$ cat src/rtl/div_dispatch.sv
// div_dispatch: tagged request FIFO in front of one multi-cycle divider; results return in request order.
// Optional macro DIV_ZERO_BYPASS_EN: zero-divisor requests complete locally and never reach the divider.
module div_dispatch #(
    parameter int N     = 16,
    parameter int DEPTH = 4,
    parameter int TAGW  = 3
) (
    input  logic                    clk,
    input  logic                    rst,
    input  logic                    in_valid,
    output logic                    in_ready,
    input  logic [N-1:0]            in_dividend,
    input  logic [N-1:0]            in_divisor,
    input  logic [TAGW-1:0]         in_tag,
    output logic                    div_req,
    output logic [N-1:0]            div_dividend,
    output logic [N-1:0]            div_divisor,
    input  logic                    div_ready,
    input  logic                    div_exception,
    input  logic [N-1:0]            div_q,
    input  logic [N-1:0]            div_r,
    output logic                    out_valid,
    input  logic                    out_ready,
    output logic [N-1:0]            out_q,
    output logic [N-1:0]            out_r,
    output logic [TAGW-1:0]         out_tag,
    output logic                    out_exc,
    output logic [$clog2(DEPTH):0]  count,
    output logic                    busy
);
    localparam int AW = $clog2(DEPTH);
    localparam int CW = AW + 1;
    localparam logic [CW-1:0] FULL = CW'(DEPTH);

    typedef struct packed {
        logic [N-1:0]    dividend;
        logic [N-1:0]    divisor;
        logic [TAGW-1:0] tag;
    } req_t;

    typedef enum logic [1:0] {IDLE, ISSUE, WAIT, HOLD} state_t;

    req_t              mem_q [DEPTH];
    req_t              in_req;
    req_t              head;
    logic [AW-1:0]     wr_ptr_q, wr_ptr_d, rd_ptr_q, rd_ptr_d;
    logic [CW-1:0]     count_q, count_d;
    state_t            state_q, state_d;
    logic              armed_q, armed_d;
    logic [N-1:0]      opa_q, opa_d, opb_q, opb_d;
    logic [TAGW-1:0]   tag_q, tag_d;
    logic              ov_q, ov_d;
    logic [N-1:0]      oq_q, oq_d, or_q, or_d;
    logic [TAGW-1:0]   ot_q, ot_d;
    logic              oe_q, oe_d;
    logic              push, pop;

    // in_ready depends on occupancy only; a same-cycle pop does not open a slot.
    assign in_ready = (count_q != FULL);
    assign push     = in_valid && in_ready;
    assign in_req   = '{dividend: in_dividend, divisor: in_divisor, tag: in_tag};
    assign head     = mem_q[rd_ptr_q];

    always_ff @(posedge clk) begin
        if (push) mem_q[wr_ptr_q] <= in_req;
    end

    always_comb begin
        state_d = state_q;
        armed_d = armed_q;
        pop     = 1'b0;
        opa_d   = opa_q;
        opb_d   = opb_q;
        tag_d   = tag_q;
        ov_d    = ov_q;
        oq_d    = oq_q;
        or_d    = or_q;
        ot_d    = ot_q;
        oe_d    = oe_q;
        case (state_q)
            IDLE: begin
                if (count_q != '0 && !ov_q) pop = 1'b1;
            end
            ISSUE: begin
                armed_d = 1'b0;
                state_d = WAIT;
            end
            WAIT: begin
                // A ready left over from the previous divide is ignored until ready has been seen low.
                if (!div_ready) begin
                    armed_d = 1'b1;
                end else if (armed_q) begin
                    ov_d    = 1'b1;
                    oq_d    = div_q;
                    or_d    = div_r;
                    ot_d    = tag_q;
                    oe_d    = div_exception;
                    state_d = HOLD;
                end
            end
            HOLD: begin
                if (ov_q && out_ready) begin
                    ov_d = 1'b0;
                    if (count_q != '0) pop = 1'b1;
                    else               state_d = IDLE;
                end
            end
            default: state_d = IDLE;
        endcase

        if (pop) begin
            armed_d = 1'b0;
`ifdef DIV_ZERO_BYPASS_EN
            if (head.divisor == '0) begin
                state_d = HOLD;
                ov_d    = 1'b1;
                oq_d    = '1;
                or_d    = head.dividend;
                ot_d    = head.tag;
                oe_d    = 1'b1;
            end else begin
                opa_d   = head.dividend;
                opb_d   = head.divisor;
                tag_d   = head.tag;
                state_d = ISSUE;
            end
`else
            opa_d   = head.dividend;
            opb_d   = head.divisor;
            tag_d   = head.tag;
            state_d = ISSUE;
`endif
        end
    end

    always_comb begin
        wr_ptr_d = push ? wr_ptr_q + AW'(1) : wr_ptr_q;
        rd_ptr_d = pop  ? rd_ptr_q + AW'(1) : rd_ptr_q;
        count_d  = count_q;
        case ({push, pop})
            2'b10:   count_d = count_q + CW'(1);
            2'b01:   count_d = count_q - CW'(1);
            default: count_d = count_q;
        endcase
    end

    always_ff @(posedge clk or posedge rst) begin
        if (rst) begin
            state_q  <= IDLE;
            wr_ptr_q <= '0;
            rd_ptr_q <= '0;
            count_q  <= '0;
            armed_q  <= 1'b0;
            opa_q    <= '0;
            opb_q    <= '0;
            tag_q    <= '0;
            ov_q     <= 1'b0;
            oq_q     <= '0;
            or_q     <= '0;
            ot_q     <= '0;
            oe_q     <= 1'b0;
        end else begin
            state_q  <= state_d;
            wr_ptr_q <= wr_ptr_d;
            rd_ptr_q <= rd_ptr_d;
            count_q  <= count_d;
            armed_q  <= armed_d;
            opa_q    <= opa_d;
            opb_q    <= opb_d;
            tag_q    <= tag_d;
            ov_q     <= ov_d;
            oq_q     <= oq_d;
            or_q     <= or_d;
            ot_q     <= ot_d;
            oe_q     <= oe_d;
        end
    end

    assign div_req      = (state_q == ISSUE);
    assign div_dividend = opa_q;
    assign div_divisor  = opb_q;
    assign out_valid    = ov_q;
    assign out_q        = oq_q;
    assign out_r        = or_q;
    assign out_tag      = ot_q;
    assign out_exc      = oe_q;
    assign count        = count_q;
    assign busy         = (state_q != IDLE) || (count_q != '0) || ov_q;

endmodule
$ cat config.mk
export PLATFORM = sky130hd
export DESIGN_NAME = div_dispatch
export DESIGN_NICKNAME = d
export VERILOG_FILES = /design/src/rtl/div_dispatch.sv
export SDC_FILE = /design/constraint.sdc
export NUM_CORES = 1
export LEC_CHECK = 0
export BUFFER_PORTS_ARGS = -buffer_cell sky130_fd_sc_hd__buf_2
export CAP_MARGIN = 10
export CORE_MARGIN = 2
export CORE_UTILIZATION = 30
export DETAILED_ROUTE_END_ITERATION = 10
export HOLD_SLACK_MARGIN = 0.06
export PLACE_DENSITY = 0.53
export SLEW_MARGIN = 20
export SYNTH_ARGS = -nofsm -noshare
export SYNTH_HDL_FRONTEND = slang
export SYNTH_SLANG_ARGS = --single-unit
$ cat constraint.sdc
create_clock -name clk -period 2.4 [get_ports clk]
set_input_delay 0.24 -clock clk [delete_from_list [all_inputs] [get_ports clk]]
set_output_delay 0.24 -clock clk [all_outputs]
set_load 0.05 [all_outputs]
# Word level (Yosys, flattened, before mapping)
# Memories as Yosys holds them, arrays and structs flattened. A register that Yosys moved wholly into a read port is not among the register bits.
# Index checks and enable logic that the tools add are counted.
[totals] reg_bits=47 latch_bits=0 mem_bits_rw=140 rom_bits=0 out_inout_bits=75 elab_cells=66 memories=1
[op_classes] addsub=4 mul=0 div_mod_pow=0 magnitude_cmp=0 n_eq_ne=14 shifts=0 muxes=20 bitwise=0 reduce_logical=17
[memory_table] name="mem_q" depth=4 width=35 rd=1 rd_clocked_by_memory_dff=1 write_ports=1 line="43" rtl="req_t mem_q [DEPTH];"
[ops] operator="!= test 3 bit, second input constant" n=6
[ops] operator="2-to-1 mux 1 bit" n=10
[ops] operator="2-to-1 mux 2 bit" n=5
[ops] operator="equality test 2 bit, second input constant" n=3
[ops] operator="!= test 2 bit, second input constant" n=3
[ops] operator="case mux 1 bit (2 select lines)" n=3
[ops] operator="case mux 2 bit (3 select lines)" n=1
[ops] operator="case mux 3 bit (2 select lines)" n=1
[ops] operator="nonzero test 2 bit" n=3
[ops] operator="nonzero test 3 bit" n=2
[ops] operator="AND reduction 5 bit" n=1
[ops] operator="adder 2 x 1 -> 2 bit, second input constant" n=2
[ops] operator="equality test 2 x 1 -> 1 bit, second input constant" n=2
[ops] operator="AND reduction 4 bit" n=1
[ops] operator="nonzero test 4 bit" n=1
[ops] operator="adder 3 x 1 -> 3 bit, second input constant" n=1
[ops] operator="logical AND 1 bit" n=3
[ops] operator="AND reduction 3 bit" n=1
[ops] operator="subtractor 3 x 1 -> 3 bit, second input constant" n=1
[ops] operator="logical NOT 2 bit" n=1
[ops] operator="logical OR 1 bit" n=2
[ops] operator="AND reduction 2 bit" n=1
[ops] operator="logical NOT 1 bit" n=1

# Longest topological paths before layout
[logic_depth] ltp_word=6 depth_mapped=11

# Least setup slack after synthesis
# OpenSTA, ideal clock, no wires.
[synth_path] path_type="register -> register" startpoint="reg count_q[0] (netlist: count[0])" endpoint="mem mem_q[0][0] (netlist name) (enable)" setup_ns=0.396 arrival_time_ns=2.338 required_time_ns=2.004 path_slack_ns=-0.334 stages_incl_launch_ff=4 path_buffers=0 cell_sequence="dfrtp_1 -> inv_1 -> nand3_1 -> and3_1"
[synth_between] elab_chain_cells=4
[synth_rtl] item="from (decl)" line="47" rtl="logic [CW-1:0] count_q, count_d;"
[synth_rtl] item="from (signal assigned)" line="166" rtl="count_q <= count_d;"
[synth_rtl] item="!= test 3 bit" line="59" rtl="assign in_ready = (count_q != FULL);"
[synth_rtl] item="net in_ready" line="11" rtl="output logic in_ready,"
[synth_rtl] item="logical AND 1 bit" line="60" rtl="assign push = in_valid && in_ready;"
[synth_rtl] item="2-to-1 mux 1 bit" line="65" rtl="if (push) mem_q[wr_ptr_q] <= in_req;"
[synth_rtl] item="2-to-1 mux 1 bit (not written as such)" line="65"
[synth_rtl] item="to (decl)" line="43"
# The timed path passes the listed nets, and every way through them passes these cells.

# Worst setup path in the final report
[layout_path] startpoint="reg state_q[1]" endpoint="reg count_q[2] (netlist: count[2])"
[layout_between] elab_chain_cells=4 word_cells_on_any_way=7 cone_classes="3 x eq/ne; 2 x mux; 2 x reduce/logical"
[layout_rtl] item="from (decl)" line="48" rtl="state_t state_q, state_d;"
[layout_rtl] item="from (signal assigned)" line="163" rtl="state_q <= state_d;"
[layout_rtl] item="equality test 2 bit / logical NOT 2 bit (equally long branches)" line="80" rtl="case (state_q)"
[layout_rtl] item="case mux 1 bit (2 select lines) (*)" line="80"
[layout_rtl] item="equality test 2 x 1 -> 1 bit / equality test 2 bit (equally long branches)" line="140" rtl="case ({push, pop})"
[layout_rtl] item="case mux 3 bit (2 select lines) / nonzero test 2 bit (equally long branches)"
# Every way passes the cells marked *; elsewhere a longest branch is shown, timed or not.
# A chain may end at the register's enable or synchronous reset.

==> results_dict.tcl <==
set metrics [dict create \
    r2r-end "count[2]$_DFFE_PP0P_" \
    crit_fanout 6 \
    grt_overflow_total 0 \
    cp_num_cells 9 \
    worstPathCellList "ha_2 > nand3_2 > a211oi_4 > ha_1 > inv_1 > fa_1 > xor2_1 > nor2_1 > xor2_1" \
    p_leak_nw 4.44 \
    drc_errors 0 \
    critPathArrivalTime_ps 2620 \
    rsz0062_at_grt "no" \
    path_class "reg -> reg" \
    hp-class "in -> reg" \
    area_growth_pct 32.7 \
    synth_area_per_cell_um2 21.1 \
    clockRootBuffer "clkbuf_16" \
    cts_tree "built" \
    ys_types 33 \
    status "finished clean" \
    finalSetupViolations 0 \
    syn_nets 486 \
    row_count 61 \
    htree_levels 1 \
    max_freq_mhz 457 \
    core_mm2 0.0279 \
    p_sw_mw 5.96 \
    start_kind "flip-flop" \
    antenna_found_initial 0 \
    clk_path_buf_depth 3 \
    slew_violations 0 \
    synth_warnings 0 \
    rr_worst_depth 9 \
    port_buffers 147 \
    multi_input_area_mm2 0.00210 \
    grt_pass1_vias 4944 \
    reg2reg_slack_ps 210 \
    p_int_mw 9.80 \
    drtPass1Iterations 4 \
    grt_max_degree 58 \
    hold_depth 3 \
    crit_family "adder cells" \
    drt_wl_total_um 17300 \
    clock-skew-final_ps 15.7 \
    swShare 0.378 \
    via_count 4528 \
    cts.sinks 222 \
    postRouteAntennaNets 0 \
    startpoint "state_q[1]$_DFFE_PP0P_" \
    reg2reg_from "state_q[1]$_DFFE_PP0P_" \
    grt_pass1_wl_um 26200 \
    fin_nets 725 \
    post-route-util 0.405 \
    fill_cells 2511 \
    cpMostUsedCell "xor2_1" \
    min_to "wr_ptr_q[0]$_DFFE_PP0P_" \
    min_period_ps 2190 \
    vdd.ir_drop.worst_mv 0.644 \
    n_antenna_cell 0 \
    gp_congestion 0.706 \
    hold_viol 0 \
    syn_inst 402 \
    dp_hpwl_um 10400 \
    worst_pin_slew_ps 697 \
    avgRoutedWirePerCell_um 16.6 \
    clk_pin_slew_worst_paths_ps 60 \
    power.share.clock 0.232 \
    drive_above_1_share 0.439 \
    period_share 0.912 \
    combPwrFrac 0.392 \
    finalHoldWorstSlack_ps 94.7 \
    die_x_um 172 \
    seq_area_frac_synth 0.736 \
    synthesis.area_mm2 0.00850 \
    cpMaxStageDelayCell "dfrtp_1" \
    min_from "in_valid" \
    dieArea_mm2 0.0297 \
    post_cts_buffers 0 \
    powerDensity_mw_per_mm2 1400 \
    numCtsBuffers 25 \
    final_common_cell "buf_2" \
    maxSlewHeadroom 0.535 \
    mostFrequentLayoutCells "147 x buf_2, 140 x edfxtp_1, 80 x dfrtp_1" \
    synth.ff_latch_count 222 \
    seq_area_mm2 0.00626 \
    required_ps 2830 \
    setup.worst_path.end_class "flip-flop" \
    io-pin-count 148 \
    grt_usage 0.116 \
    die_height_um 172 \
    cap_violations 0 \
    slowest_delay_ps 420 \
    p_seq_frac 0.377 \
    clock_latency_ps 520 \
    viasPerCell 4.37 \
    cp_num_buf_inv 1 \
    initial_core_util 0.305 \
    drtIter0Drc 199 \
]
layer usage:
layer,wire (µm),GRT usage,vias to the layer above
li1,-,-,2062
met1,7390,0.136,2305
met2,8490,0.210,133
met3,901,0.0256,28
met4,473,0.0365,0
met5,0,0,-
stage by stage:
step	power (mW)	area (µm²)	TNS [ps]	setup WS (ps)	std cells
4_1_cts	16.1	11300	0	166	1037
3_5_place_dp	12.2	9780	0	159	922
5_1_grt	16.6	11300	0	19.7	1037
3_3_place_gp	12.1	9780	0	216	922
6_report	15.8	11300	0	212	1037
2_1_floorplan	10.6	8510	-94.3	-94.3	402
power groups by stage:
stage / registers, mW / logic [mW] / clock network (mW)
after floorplan: 7.97 / 2.61 / 0
after global placement: 5.97 / 6.09 / 0
after detailed placement: 6.05 / 6.20 / 0
after CTS: 5.98 / 6.30 / 3.79
after global routing: 6.09 / 6.61 / 3.93
final: 5.94 / 6.17 / 3.65
worst max path at each step:
stage,slack (ps),to
6_report,210,count[2]$_DFFE_PP0P_
5_1_grt,20,count[2]$_DFFE_PP0P_
4_1_cts,170,div_divisor[7]$_DFFE_PP0P_
2_1_floorplan,-90,count[2]$_DFFE_PP0P_
3_3_place_gp,220,div_divisor[7]$_DFFE_PP0P_
3_5_place_dp,160,div_divisor[7]$_DFFE_PP0P_
state kept, by name, indices dropped and copies added, names as in the netlist:
| register | flops |
|---|---|
| out_valid | 1 |
| mem_q | 140 |
| div_dividend | 16 |
| out_r | 16 |
| out_tag | 3 |
| state_q | 2 |
| out_q | 16 |
| div_divisor | 16 |
| wr_ptr_q | 2 |
| tag_q | 3 |
| out_exc | 1 |
| count | 3 |
| rd_ptr_q | 2 |
| armed_q | 1 |
synth_stat cells:
library cell	number	area, µm²
mux2i_1	1	10.0
clkbuf_1	3	11.3
edfxtp_1	140	4200
buf_6	8	90.1
inv_1	9	33.8
clkbuf_2	1	5.00
ha_1	10	125
mux4_1	17	447
nand3_1	1	5.00
nor2_1	3	11.3
a21oi_1	2	10.0
nand2_1	2	7.51
o31ai_1	1	7.51
nor3_1	3	15.0
o31a_1	1	8.76
a21boi_0	2	15.0
nand3_2	2	20.0
buf_2	4	20.0
nor4_1	1	6.26
mux4_2	18	405
xor2_1	3	26.3
nand2b_1	2	12.5
fa_1	1	20.0
a211oi_4	1	20.0
mux2_2	62	698
and3_1	4	25.0
o21a_1	2	15.0
mux2_4	4	60.1
mux2_1	6	67.6
dfrtp_1	82	2050
xnor2_1	3	26.3
o22a_1	1	8.76
o21ai_0	2	10.0
repair_timing:
action	4_1_cts	5_1_grt
resized for setup	0	1
hold endpoints to repair	199	0
endpoints found under the setup margin	0	1
hold buffers	70	0
kinds of logic after synthesis:
group / count (synthesis) / share of synthesized area
DFF: 222 / 0.736
muxes: 108 / 0.199
buffers and inverters: 25 / 0.0188
and+or+nand+nor: 18 / 0.0121
AOI/OAI and AO/OA: 12 / 0.0112
adders and majority gates: 11 / 0.0171
xor gates and xnor gates: 6 / 0.00618
worst min-delay path, delay by kind of cell:
family	cells	cell delay (ps)
xor+xnor	1	80
simple gates	1	120
buf+inv	1	120
layout make-up:
cell class                 instances  share of cell area
clock buffer                      38              0.0625
clock inverter                     7             0.00788
inverter                           9             0.00322
multi-input combinational        155               0.186
sequential                       222               0.555
tap                              378              0.0419
timing repair buffer             228               0.144
(Power assumes the default switching activity.)
